## config.mk

```make
export PLATFORM = sky130hd
export DESIGN_NAME = lottery_ticket_sender
export DESIGN_NICKNAME = d
export VERILOG_FILES = /design/src/rtl/lottery_ticket_sender.sv
export SDC_FILE = /design/constraint.sdc
export NUM_CORES = 1
export LEC_CHECK = 0
export BUFFER_PORTS_ARGS = -buffer_cell sky130_fd_sc_hd__buf_4
export CAP_MARGIN = 20
export CORE_MARGIN = 1.5
export CORE_UTILIZATION = 56
export DETAILED_ROUTE_END_ITERATION = 10
export GPL_TIMING_DRIVEN = 1
export PLACE_DENSITY = 0.81
export SYNTH_ARGS = -nofsm -noshare
export SYNTH_HDL_FRONTEND = slang
export SYNTH_SLANG_ARGS = --single-unit
```

## constraint.sdc

```tcl
create_clock -name clk -period 3.7 [get_ports clk]
set_clock_uncertainty 0.2 [all_clocks]
set_input_delay 0.555 -clock clk [delete_from_list [all_inputs] [get_ports clk]]
set_output_delay 0.555 -clock clk [all_outputs]
set_load 0.02 [all_outputs]
```

## src/rtl/lottery_ticket_sender.sv

```systemverilog
// lottery_ticket_sender
//   Transmit side of the lottery ticket scan protocol. A ticket (line count
//   plus up to MAX_LINES lines of 4 numbers) is latched on start. It is
//   checked once. It is then sent as a serial stream of items on N_out. Each
//   item is framed by a single scan strobe. The checker's SYSRDY gates the
//   start of transmission, and its RD_ERR aborts the transfer during the
//   post-strobe gap.
//
// Ports
//   clk       in   clock, rising edge
//   reset     in   synchronous active-high reset
//   start     in   send request, honoured only when idle
//   lines     in   [2:0] line count, legal 1..MAX_LINES
//   ticket    in   numbers; line L number k at [(L*4+k)*5 +: 5]
//   SYSRDY    in   checker ready, checked only while waiting to start
//   RD_ERR    in   checker read error, honoured only in the gap phase
//   N_out     out  [4:0] item value presented to the checker
//   scan      out  scan strobe
//   busy      out  high whenever not idle
//   done      out  one-cycle pulse, ticket fully sent
//   err       out  one-cycle pulse, ticket rejected or aborted
//   err_code  out  [1:0] 01 bad ticket, 10 read-error abort; held until next start

module lottery_ticket_sender #(
  parameter int SETUP_CYC = 2,
  parameter int PULSE_CYC = 1,
  parameter int GAP_CYC   = 2,
  parameter int MAX_LINES = 4,
  parameter int MAX_NUM   = 30
) (
  input  logic                     clk,
  input  logic                     reset,
  input  logic                     start,
  input  logic [2:0]               lines,
  input  logic [MAX_LINES*20-1:0]  ticket,
  input  logic                     SYSRDY,
  input  logic                     RD_ERR,
  output logic [4:0]               N_out,
  output logic                     scan,
  output logic                     busy,
  output logic                     done,
  output logic                     err,
  output logic [1:0]               err_code
);

  // state    | meaning
  // IDLE     | waiting for start; outputs quiet
  // CHECK    | one cycle validating the latched ticket
  // WAIT_RDY | valid ticket held until the checker raises SYSRDY
  // SETUP    | N_out driven with current item, scan low
  // PULSE    | scan high, N_out unchanged
  // GAP      | scan low, N_out unchanged, RD_ERR watched
  // DONE     | done pulse, back to IDLE
  // ERR      | err pulse, back to IDLE
  localparam logic [2:0] IDLE     = 3'd0;
  localparam logic [2:0] CHECK    = 3'd1;
  localparam logic [2:0] WAIT_RDY = 3'd2;
  localparam logic [2:0] SETUP    = 3'd3;
  localparam logic [2:0] PULSE    = 3'd4;
  localparam logic [2:0] GAP      = 3'd5;
  localparam logic [2:0] DONE     = 3'd6;
  localparam logic [2:0] ERR      = 3'd7;

  localparam int SLOTS   = 4 * MAX_LINES;
  localparam int CYC_MAX = (SETUP_CYC > PULSE_CYC)
                           ? ((SETUP_CYC > GAP_CYC) ? SETUP_CYC : GAP_CYC)
                           : ((PULSE_CYC > GAP_CYC) ? PULSE_CYC : GAP_CYC);
  // The phase counter only ever holds (phase length - 1).
  localparam int CNT_W   = (CYC_MAX > 1) ? $clog2(CYC_MAX) : 1;
  // The item index runs 0..4*MAX_LINES.
  localparam int ITEM_W  = $clog2(SLOTS + 1);

  localparam logic [CNT_W-1:0] SETUP_LD = CNT_W'(SETUP_CYC - 1);
  localparam logic [CNT_W-1:0] PULSE_LD = CNT_W'(PULSE_CYC - 1);
  localparam logic [CNT_W-1:0] GAP_LD   = CNT_W'(GAP_CYC - 1);

  logic [2:0]               state_q;
  logic [CNT_W-1:0]         cnt_q;
  logic [ITEM_W-1:0]        item_q;
  logic [2:0]               lines_q;
  logic [MAX_LINES*20-1:0]  ticket_q;
  logic [1:0]               err_code_q;

  logic                     ticket_ok;
  logic                     last_item;
  logic [4:0]               item_val;

  // Only the first 4*lines slots are validated. Later slots are never sent,
  // so their contents do not matter.
  always_comb begin
    ticket_ok = 1'b1;
    if (lines_q == 3'd0 || int'(lines_q) > MAX_LINES) begin
      ticket_ok = 1'b0;
    end
    for (int s = 0; s < SLOTS; s++) begin
      if ((s / 4) < int'(lines_q)) begin
        if (ticket_q[s*5 +: 5] == 5'd0 || int'(ticket_q[s*5 +: 5]) > MAX_NUM) begin
          ticket_ok = 1'b0;
        end
      end
    end
  end

  // Item 0 is the line count. Item i (i >= 1) is slot i-1. Slots are in
  // line-major order, matching the packing of the ticket bus.
  always_comb begin
    item_val = {2'b00, lines_q};
    for (int i = 0; i < SLOTS; i++) begin
      if (item_q == ITEM_W'(i + 1)) begin
        item_val = ticket_q[i*5 +: 5];
      end
    end
  end

  // The last item index is 4*lines, which is T-1.
  assign last_item = (item_q == ITEM_W'({lines_q, 2'b00}));

  always_ff @(posedge clk) begin
    if (reset) begin
      state_q    <= IDLE;
      cnt_q      <= '0;
      item_q     <= '0;
      lines_q    <= '0;
      ticket_q   <= '0;
      err_code_q <= 2'b00;
    end else begin
      case (state_q)
        IDLE: begin
          if (start) begin
            lines_q    <= lines;
            ticket_q   <= ticket;
            err_code_q <= 2'b00;
            state_q    <= CHECK;
          end
        end
        CHECK: begin
          if (!ticket_ok) begin
            err_code_q <= 2'b01;
            state_q    <= ERR;
          end else begin
            state_q    <= WAIT_RDY;
          end
        end
        WAIT_RDY: begin
          if (SYSRDY) begin
            item_q  <= '0;
            cnt_q   <= SETUP_LD;
            state_q <= SETUP;
          end
        end
        SETUP: begin
          if (cnt_q == '0) begin
            cnt_q   <= PULSE_LD;
            state_q <= PULSE;
          end else begin
            cnt_q   <= cnt_q - CNT_W'(1);
          end
        end
        PULSE: begin
          if (cnt_q == '0) begin
            cnt_q   <= GAP_LD;
            state_q <= GAP;
          end else begin
            cnt_q   <= cnt_q - CNT_W'(1);
          end
        end
        GAP: begin
          // A read error on any gap cycle wins over the phase timer.
          if (RD_ERR) begin
            err_code_q <= 2'b10;
            state_q    <= ERR;
          end else if (cnt_q == '0) begin
            if (last_item) begin
              state_q <= DONE;
            end else begin
              item_q  <= item_q + ITEM_W'(1);
              cnt_q   <= SETUP_LD;
              state_q <= SETUP;
            end
          end else begin
            cnt_q <= cnt_q - CNT_W'(1);
          end
        end
        DONE:    state_q <= IDLE;
        ERR:     state_q <= IDLE;
        default: state_q <= IDLE;
      endcase
    end
  end

  // Outputs decode directly from state, so a reset quiets them one cycle later.
  always_comb begin
    N_out = 5'd0;
    if (state_q == SETUP || state_q == PULSE || state_q == GAP) begin
      N_out = item_val;
    end
  end

  assign scan     = (state_q == PULSE);
  assign busy     = (state_q != IDLE);
  assign done     = (state_q == DONE);
  assign err      = (state_q == ERR);
  assign err_code = err_code_q;

endmodule

```

==> impl_metrics.json, run 1 <==
{
  "synth_most_common_cell": "nand2_1",
  "worstPathArrival_ps": 2800,
  "critPathSlowestCell": "o41ai_1",
  "worstMarginPinSlew_ps": 931.5,
  "synthTopCellsByArea": "dfxtp_1, nand2_1, a21oi_1",
  "synth_top_area_cell": "dfxtp_1",
  "drive_above_1_share": 0.1774,
  "core_mm2": 0.008848,
  "setup.worst_path.start_class": "register",
  "nets": 879,
  "htreeDepth": 3,
  "busiest_layer": "met2",
  "finalSetupViolations": 0,
  "crit_type": "register to output port",
  "final-max-slew-violation-count": 0,
  "post-cts-setup-buffer-count": 0,
  "reg2reg_slack_ps": 930,
  "power_density_mw_per_mm2": 562.0,
  "drc": 0,
  "maxCapViolCount": 0,
  "numCtsBuffers": 9,
  "syn_avg_cell_area_um2": 7.295,
  "synth_warnings": 0,
  "slowest_delay_ps": 510,
  "initialDrtViolationCount": 345,
  "setup_tns_ps": 0,
  "power_leakage_nw": 2.436,
  "syn_inst": 713,
  "met3_usage": 0.05130,
  "die_x_um": 99.38,
  "whs_ps": 224.0,
  "grt_pass1_wl_mm": 24.27,
  "start_util": 0.5878,
  "grt_pass1_vias": 5024,
  "clk_pin_slew_ps": 100,
  "synth-main-ff-cell": "dfxtp_1",
  "fin_crit_ps": 3555,
  "clk-insertion-delay-late_ps": 360,
  "yosysSeqAreaShare": 0.3618,
  "drt-total-wl_mm": 14.67,
  "port_buffers": 98,
  "die_h_um": 99.38,
  "post_drt_wl_per_cell_um": 16.35,
  "slew_headroom": 0.3790,
  "synth_edf_count": 0,
  "grt_usage": 0.3008,
  "gr-total-overflow": 0,
  "cp-end-kind": "output port",
  "use_met2": 0.4816,
  "rows": 34,
  "dieArea_mm2": 0.009875,
  "cts_root_buffer": "clkbuf_8",
  "place_area_mm2": 0.005963,
  "yosysTopAreaCellShare": 0.3618,
  "outcome": "complete, no violations",
  "hp-class": "input pin to register",
  "first_pass_iters": 5,
  "clkSinkCount": 94,
  "worstPathRequired_ps": 2940,
  "diodes": 0,
  "cts_tree": "built",
  "finalInstanceArea_mm2": 0.006145,
  "use_met1": 0.4207,
  "crit_path_frequent_cell": "buf_4",
  "fillers": 777,
  "period_share": 0.9609,
  "num_vias": 5421,
  "post-dp-hpwl_mm": 10.76,
  "crit_chain": "ha_2, buf_4, and3_1, ha_1, nor2_1, o221ai_1, o41ai_1, buf_4",
  "gp_congestion": 0.9456,
  "syn_area_mm2": 0.005201,
  "async_reset_ff_frac": 0,
  "worst_ir_drop_vdd_v": 0.0005006,
  "antenna_found_initial": 0,
  "rsz0062_at_grt": "no",
  "synthToLayoutAreaGrowth_pct": 18.14,
  "clk_path_buf_depth": 2,
  "ios": 99,
  "ys_types": 65,
  "syn-num-nets": 808,
  "viasPerCell": 6.043,
  "hold_buffers": 0,
  "hold_viol": 0,
  "grt_max_degree": 93,
  "netlist_top_cells_count": "nand2_1, a21oi_1, dfxtp_1",
  "crit_fanout": 16,
  "fmax_ghz": 0.2813,
  "synth-seq-cells": 94,
  "final_antenna_net_count": 0
}
kinds of logic after synthesis:
logic type	synth area share
fa+ha+maj	0.01684
buf+inv	0.05148
flops	0.3618
compound gates	0.2321
xor+xnor	0.01179
simple gates	0.2906
mux	0.03536
worst max-delay path: cells and delay by family (launching register included):
family | cells | cell delay, ps
AO/OA/AOI/OAI | 2 | 680
adder cells (fa/ha/maj) | 2 | 590
buffers and inverters | 2 | 440
flip-flops | 1 | 370
AND/OR/NAND/NOR | 2 | 360
state kept, by name, summed over array words and instances, names as in the netlist:
signal	flops
ticket_q	80
item_q	5
lines_q	3
state_q	3
err_code	2
cnt_q	1
metal layers:
layer	share of wire	vias up	wire, µm
li1	-	2666	-
met1	0.45	2518	6645
met4	0.015	0	215
met3	0.078	19	1138
met5	0	-	0
met2	0.45	218	6667
worst paths after layout:
check                           depth (start not counted)                        end                     start
worst max-delay path                                    8                   N_out[1]    item_q[0]$_SDFFE_PP0P_
worst min-delay path                                    3  ticket_q[43]$_SDFFE_PP0P_                ticket[43]
worst max register to register                          8     item_q[3]$_SDFFE_PP0P_    item_q[0]$_SDFFE_PP0P_
worst min register to register                          2   err_code[0]$_SDFFE_PP0P_  err_code[0]$_SDFFE_PP0P_
cell type report:
cell class	instances	area [µm²]	area share
multi-input combinational	557	3065	0.4989
sequential	94	1882	0.3063
timing repair buffer	108	835.8	0.1360
tap	108	135.1	0.02199
clock buffer	9	123.9	0.02016
inverter	14	52.55	0.008552
clock inverter	7	50.05	0.008145
metrics by stage:
stage               instances    util  setup slack [ps]  total power [mW]
floorplan                 713       -             391.5             2.412
global placement          881  0.6739             422.6             2.774
detailed placement        881  0.6739             381.6             2.828
CTS                       897  0.6941             103.8             3.452
global route              897  0.6944             20.23             3.703
finish                    897  0.6944             144.6             3.454
timing repair:
item | CTS | global route
setup endpoints to repair | 2 | 5
gates resized for setup | 2 | 1
pin swaps | 0 | 0
where the power goes:
part	switching (mW)	internal, mW
sequential	0.287	1.23
combinational	0.761	0.552
clock	0.381	0.247
total	1.43	2.02
cell usage in the layout, fill, tap and decap left out, drive strengths merged, types with 4 or more instances in the layout:
master	synthesis	routed
nor2	37	37
and2	6	6
ha	7	7
or4	15	15
nand2b	5	5
nand2	198	198
nor3b	5	5
mux2i	15	15
xor2	5	5
and3	12	12
a311oi	4	4
o41ai	4	4
a31oi	9	9
buf	24	108
nand4	13	13
a21oi	111	111
dfxtp	94	94
o21ai	22	22
nand3b	5	5
nand3	8	8
clkinv	1	7
nor3	11	11
o211ai	7	7
clkbuf	24	9
nor2b	5	5
inv	13	14
Power figures use the tool's default switching activity.
==> run 2, diff against run 1 <==
--- a/config.mk
+++ b/config.mk
@@ -12,5 +12,7 @@
 export DETAILED_ROUTE_END_ITERATION = 10
 export GPL_TIMING_DRIVEN = 1
+export MAX_ROUTING_LAYER = met4
 export PLACE_DENSITY = 0.81
+export SLEW_MARGIN = 0
 export SYNTH_ARGS = -nofsm -noshare
 export SYNTH_HDL_FRONTEND = slang
==> constraint.sdc (replaced) <==
create_clock -name clk -period 3.7 [get_ports clk]
set_clock_uncertainty 0.2 [all_clocks]
set_input_delay 0.37 -clock clk [delete_from_list [all_inputs] [get_ports clk]]
set_output_delay 0.37 -clock clk [all_outputs]
set_load 0.02 [all_outputs]
==> run 2 against run 1 <==
- setup slack better by 110 ps
- count of clock-buffer cells in the layout is 1 higher
- clock power is 4.6% higher
- flip-flop and latch count stayed put
- utilization is 0.071 points lower
- maximum frequency is 3.1% higher
- final cell count is 0.22% lower
- die area stayed put
- global-route usage is 0.85 points higher
- critical endpoint is now N_out[0]
==> impl_metrics.json, run 2 (same netlist as run 1, synthesis figures left out) <==
{
  "start_util": 0.5878,
  "grt_pass1_vias": 4863,
  "rows": 34,
  "cp-end-kind": "output port",
  "maxCapViolCount": 0,
  "cts_root_buffer": "clkbuf_8",
  "final_antenna_net_count": 0,
  "worstMarginPinSlew_ps": 894.6,
  "path_buf_inv": 3,
  "path_delay_family": "compound AO/OA/AOI/OAI gates",
  "synthToLayoutAreaGrowth_pct": 18.02,
  "drt-total-wl_mm": 14.70,
  "setup.worst_path.start_class": "register",
  "outcome": "complete, no violations",
  "hp-class": "input pin to register",
  "worst_ir_drop_vdd_v": 0.0004225,
  "layout.cells.non_filler": 895,
  "clkSinkCount": 94,
  "final_core_util": 0.6937,
  "ios": 99,
  "hold_viol": 0,
  "crit_fanout": 19,
  "diodes": 0,
  "worstPathArrival_ps": 2880,
  "drive_above_1_share": 0.1753,
  "gp_congestion": 0.9811,
  "core_mm2": 0.008848,
  "critPathSlowestCell": "dfxtp_1",
  "dieArea_mm2": 0.009875,
  "crit_path_frequent_cell": "buf_4",
  "worstPathRequired_ps": 3130,
  "post_drt_wl_per_cell_um": 16.42,
  "die_h_um": 99.38,
  "period_share": 0.9317,
  "crit_chain": "inv_1, ha_1, buf_4, nor2b_1, and3b_1, o32ai_1, a221oi_1, o311a_1, o22ai_1, buf_4",
  "placed_cells": 879,
  "power_leakage_nw": 2.430,
  "largest_reg_flops": 80,
  "grt_max_degree": 93,
  "final_common_cell": "nand2_1",
  "htreeDepth": 3,
  "most-common-layout-cells": "nand2_1, a21oi_1, buf_4",
  "clk_path_buf_depth": 2,
  "port_buffers": 98,
  "first_pass_iters": 6,
  "slowest_delay_ps": 460,
  "setup_tns_ps": 0,
  "clk-insertion-delay-late_ps": 370,
  "fillers": 746,
  "cts_tree": "built",
  "finalSetupViolations": 0,
  "die_x_um": 99.38,
  "grt_pass1_wl_mm": 24.05,
  "slew_headroom": 0.4036,
  "nets": 877,
  "drc": 0,
  "regMostFlops": "ticket_q",
  "rsz0062_at_grt": "no",
  "viasPerCell": 6.058,
  "numCtsBuffers": 9,
  "initialDrtViolationCount": 423,
  "crit_type": "register to output port",
  "num_vias": 5422,
  "final-max-slew-violation-count": 0,
  "clk_pin_slew_ps": 100,
  "post-dp-hpwl_mm": 10.66,
  "gr-total-overflow": 0,
  "fin_crit_ps": 3447,
  "reg_top3": "ticket_q: 80 flops, item_q: 5 flops",
  "grt_usage": 0.3093,
  "power_density_mw_per_mm2": 567.5,
  "antenna_found_initial": 0,
  "fmax_ghz": 0.2901,
  "hold_buffers": 0
}
run 2: cell types whose count changed in the layout (fill, tap and decap cells not counted):
cell,change
clkbuf_8,+1
clkinv_2,-1
buf_4,-2
clkinv_4,-1
inv_6,+1
run 2: path summary, 6_finish.rpt:
check	from	end	slack (ps)	cells past startpoint
min	ticket[61]	ticket_q[61]$_SDFFE_PP0P_	40	3
min reg2reg	err_code[0]$_SDFFE_PP0P_	err_code[0]$_SDFFE_PP0P_	270	2
max reg2reg	item_q[0]$_SDFFE_PP0P_	item_q[3]$_SDFFE_PP0P_	850	8
max	item_q[0]$_SDFFE_PP0P_	N_out[0]	250	10
run 2: where the power goes:
group | switching [mW] | internal (mW) | total [mW]
clock | 0.389 | 0.268 | 0.657
combinational | 0.759 | 0.551 | 1.31
sequential | 0.290 | 1.23 | 1.52
total | 1.44 | 2.05 | 3.48
run 2: stage by stage:
stage               setup slack, ps  hold WS (ps)  area [µm²]  power (mW)
floorplan                     576.5         236.3        5201       2.412
global placement              646.0         247.3        5948       2.771
detailed placement            569.5         258.3        5948       2.821
CTS                           166.3         35.57        6131       3.475
global route                  56.34         36.71        6138       3.735
finish                        252.7         43.88        6138       3.483
run 2: layout make-up:
type                            instances  area (µm²)  share of cell area
Tap cell                              108       135.1             0.02201
Clock buffer                           10       137.6             0.02242
Inverter                               14       52.55            0.008561
Clock inverter                          6       45.04            0.007338
Timing Repair Buffer                  106       820.8              0.1337
Sequential cell                        94        1882              0.3066
Multi-Input combinational cell        557        3065              0.4994
run 2: what timing repair did:
item,4_1_cts,5_1_grt
gates resized for setup,0,3
setup buffers,0,0
endpoints found under the setup margin,0,5
run 2: metal layers:
layer / vias up / part of all wire / GRT usage
met5: - / 0 / -
met4: 0 / 0.014 / 0.07042
met3: 20 / 0.067 / 0.04638
met2: 224 / 0.46 / 0.4689
met1: 2519 / 0.46 / 0.4378
li1: 2659 / - / -
run 2: worst min-delay path, stage by stage:
cell and delay [ps]:
buf_4 110, nand2_1 40, a21oi_1 50
==> run 3, diff against run 2 <==
CELL_PAD_IN_SITES_DETAIL_PLACEMENT = 1   (was not set)
CELL_PAD_IN_SITES_GLOBAL_PLACEMENT = 1   (was not set)
CORE_UTILIZATION = 36   (was 56)
PLACE_DENSITY = not set   (was 0.81)
PLACE_DENSITY_LB_ADDON = 0.1   (was not set)
clock period = 3.06 ns   (was 3.7 ns; I/O delays follow)
==> run 3 against run 2 <==
- register-to-register slack worse by 250 ps
- combinational power up 39%
- count of clock-buffer cells in the layout up 1
- hold slack worse by 40 ps
- clock power up 70%
- final cell count up 14%
- first-iteration DRC count down 34%
- flip-flop and latch count unchanged
- via count up 3.6%
- sequential power up 18%
- non-clock buffer count up 53
==> impl_metrics.json, run 3 (same netlist as run 1, synthesis figures left out) <==
{
  "clk_pin_slew_ps": 60,
  "antenna_found_initial": 0,
  "fmax_ghz": 0.3285,
  "holdPathStages": 3,
  "first_pass_iters": 4,
  "drc": 0,
  "grt_max_degree": 84,
  "viasPerCell": 5.510,
  "fin_crit_ps": 3044,
  "synthToLayoutAreaGrowth_pct": 35.22,
  "setup_tns_ps": 0,
  "period_share": 0.9948,
  "die_x_um": 123.2,
  "crit_chain": "inv_4, ha_4, buf_12, nor2b_4, a221o_1, a32oi_1, a31oi_2, a2111oi_2, nor3_1, buf_4",
  "cts_tree": "built",
  "drt-total-wl_mm": 17.92,
  "final_antenna_net_count": 0,
  "post_drt_wl_per_cell_um": 17.59,
  "finalSetupViolations": 0,
  "regMostFlops": "ticket_q",
  "cts_root_buffer": "clkbuf_16",
  "nets": 930,
  "crit_fanout": 12,
  "num_vias": 5615,
  "worstMarginPinSlew_ps": 857.9,
  "whs_ps": 4.326,
  "hp-class": "input pin to register",
  "met3_usage": 0.03782,
  "grt_pass1_wl_mm": 28.76,
  "crit_type": "register to output port",
  "slowest_delay_ps": 360,
  "drive_above_1_share": 0.2181,
  "slew_headroom": 0.4280,
  "post-dp-hpwl_mm": 12.66,
  "reg2regPathDepth": 6,
  "gr-total-overflow": 0,
  "clk_path_buf_depth": 2,
  "critPathSlowestCell": "dfxtp_4",
  "setup.worst_path.start_class": "register",
  "reg2reg_slack_ps": 600,
  "dieArea_mm2": 0.01518,
  "grt_pass1_vias": 5681,
  "worstPathArrival_ps": 2540,
  "die_h_um": 123.2,
  "r2r_start": "ticket_q[25]$_SDFFE_PP0P_",
  "initialDrtViolationCount": 279,
  "outcome": "complete, no violations",
  "final-max-slew-violation-count": 0,
  "worst_ir_drop_vdd_v": 0.0004565,
  "path_buf_inv": 3,
  "power_density_mw_per_mm2": 674.8,
  "busiest_layer": "met2",
  "fillers": 1738,
  "maxCapViolCount": 0,
  "largest_reg_flops": 80,
  "power_leakage_nw": 2.775,
  "clk-insertion-delay-late_ps": 350,
  "use_met1": 0.3101,
  "core_mm2": 0.01399,
  "start_util": 0.3718,
  "grt_usage": 0.2488,
  "ios": 99,
  "rsz0062_at_grt": "yes",
  "use_met2": 0.4083,
  "htreeDepth": 3,
  "port_buffers": 98,
  "rows": 43,
  "path_delay_family": "compound AO/OA/AOI/OAI gates",
  "gp_congestion": 0.9444,
  "diodes": 0,
  "numCtsBuffers": 9,
  "rr_endpoint": "state_q[2]$_SDFFE_PP0P_",
  "clkSinkCount": 94,
  "reg_top3": "ticket_q: 80 flops, item_q: 5 flops",
  "hold_viol": 0,
  "worstPathRequired_ps": 2550,
  "final_common_cell": "nand2_1",
  "cp-end-kind": "output port",
  "worstHoldEndpoint": "ticket_q[76]$_SDFFE_PP0P_",
  "most-common-layout-cells": "nand2_1, buf_4, a21oi_1",
  "hp-start": "ticket[76]"
}
run 3: where the power goes:
part	switching (mW)	total [mW]	internal [mW]
Combinational	1.05	1.82	0.773
Sequential	0.319	1.80	1.48
Clock	0.474	1.12	0.648
Total	1.84	4.75	2.91
run 3: worst max-delay path by stage:
stage | start | to | slack (ps) | cells past startpoint
final | item_q[1]$_SDFFE_PP0P_ | N_out[3] | 20 | 10
after floorplan | item_q[0]$_SDFFE_PP0P_ | N_out[1] | 0.5 | 9
after detailed placement | item_q[0]$_SDFFE_PP0P_ | N_out[1] | 50 | 9
after global placement | item_q[0]$_SDFFE_PP0P_ | N_out[4] | 90 | 9
after CTS | item_q[1]$_SDFFE_PP0P_ | N_out[4] | 0.5 | 10
after global routing | item_q[1]$_SDFFE_PP0P_ | N_out[4] | -60 | 10
run 3: through the flow:
stage | cell area [µm²] | cells | worst slack (ps) | power, mW | util
after floorplan | 5201 | 713 | 0.5072 | 2.916 | -
final | 7033 | 1019 | 16.06 | 4.746 | 0.5028
after CTS | 6932 | 1015 | 0.5238 | 4.768 | 0.4955
after global placement | 6186 | 969 | 92.58 | 3.492 | 0.4422
after global routing | 7033 | 1019 | -57.42 | 5.063 | 0.5028
after detailed placement | 6186 | 969 | 54.95 | 3.558 | 0.4422
run 3: area by class of cell:
| type | instances | area (µm²) | share of cell area |
|---|---|---|---|
| well taps | 180 | 225.2 | 0.03202 |
| clock buffers | 11 | 242.7 | 0.03451 |
| repair buffers | 159 | 1375 | 0.1955 |
| clock inverters | 4 | 47.55 | 0.006760 |
| multi-input cells | 557 | 3193 | 0.4540 |
| flip-flops and latches | 94 | 1892 | 0.2690 |
| inverters | 14 | 57.56 | 0.008184 |
run 3: worst reg2reg max path: cells and delay by family (launching register included):
family / cells / cell delay, ps
compound gates: 3 / 930
flops: 1 / 420
mux: 1 / 70
simple gates: 2 / 690
run 3: per-layer routing:
metal  part of all wire  wire length [µm]  up-vias
li1                   -                 -     2757
met1               0.46              8308     2708
met2               0.47              8467      124
met3              0.041               737       26
met4              0.023               407        0
met5                  0                 0        -
run 3: what timing repair did:
action / in CTS / in global routing
pin swaps: 9 / 7
hold endpoints to repair: 28 / 0
hold buffers: 28 / 0
cloned: 2 / 1
buffers inserted: 1 / 3
setup endpoints to repair: 5 / 5
resized for setup: 29 / 16
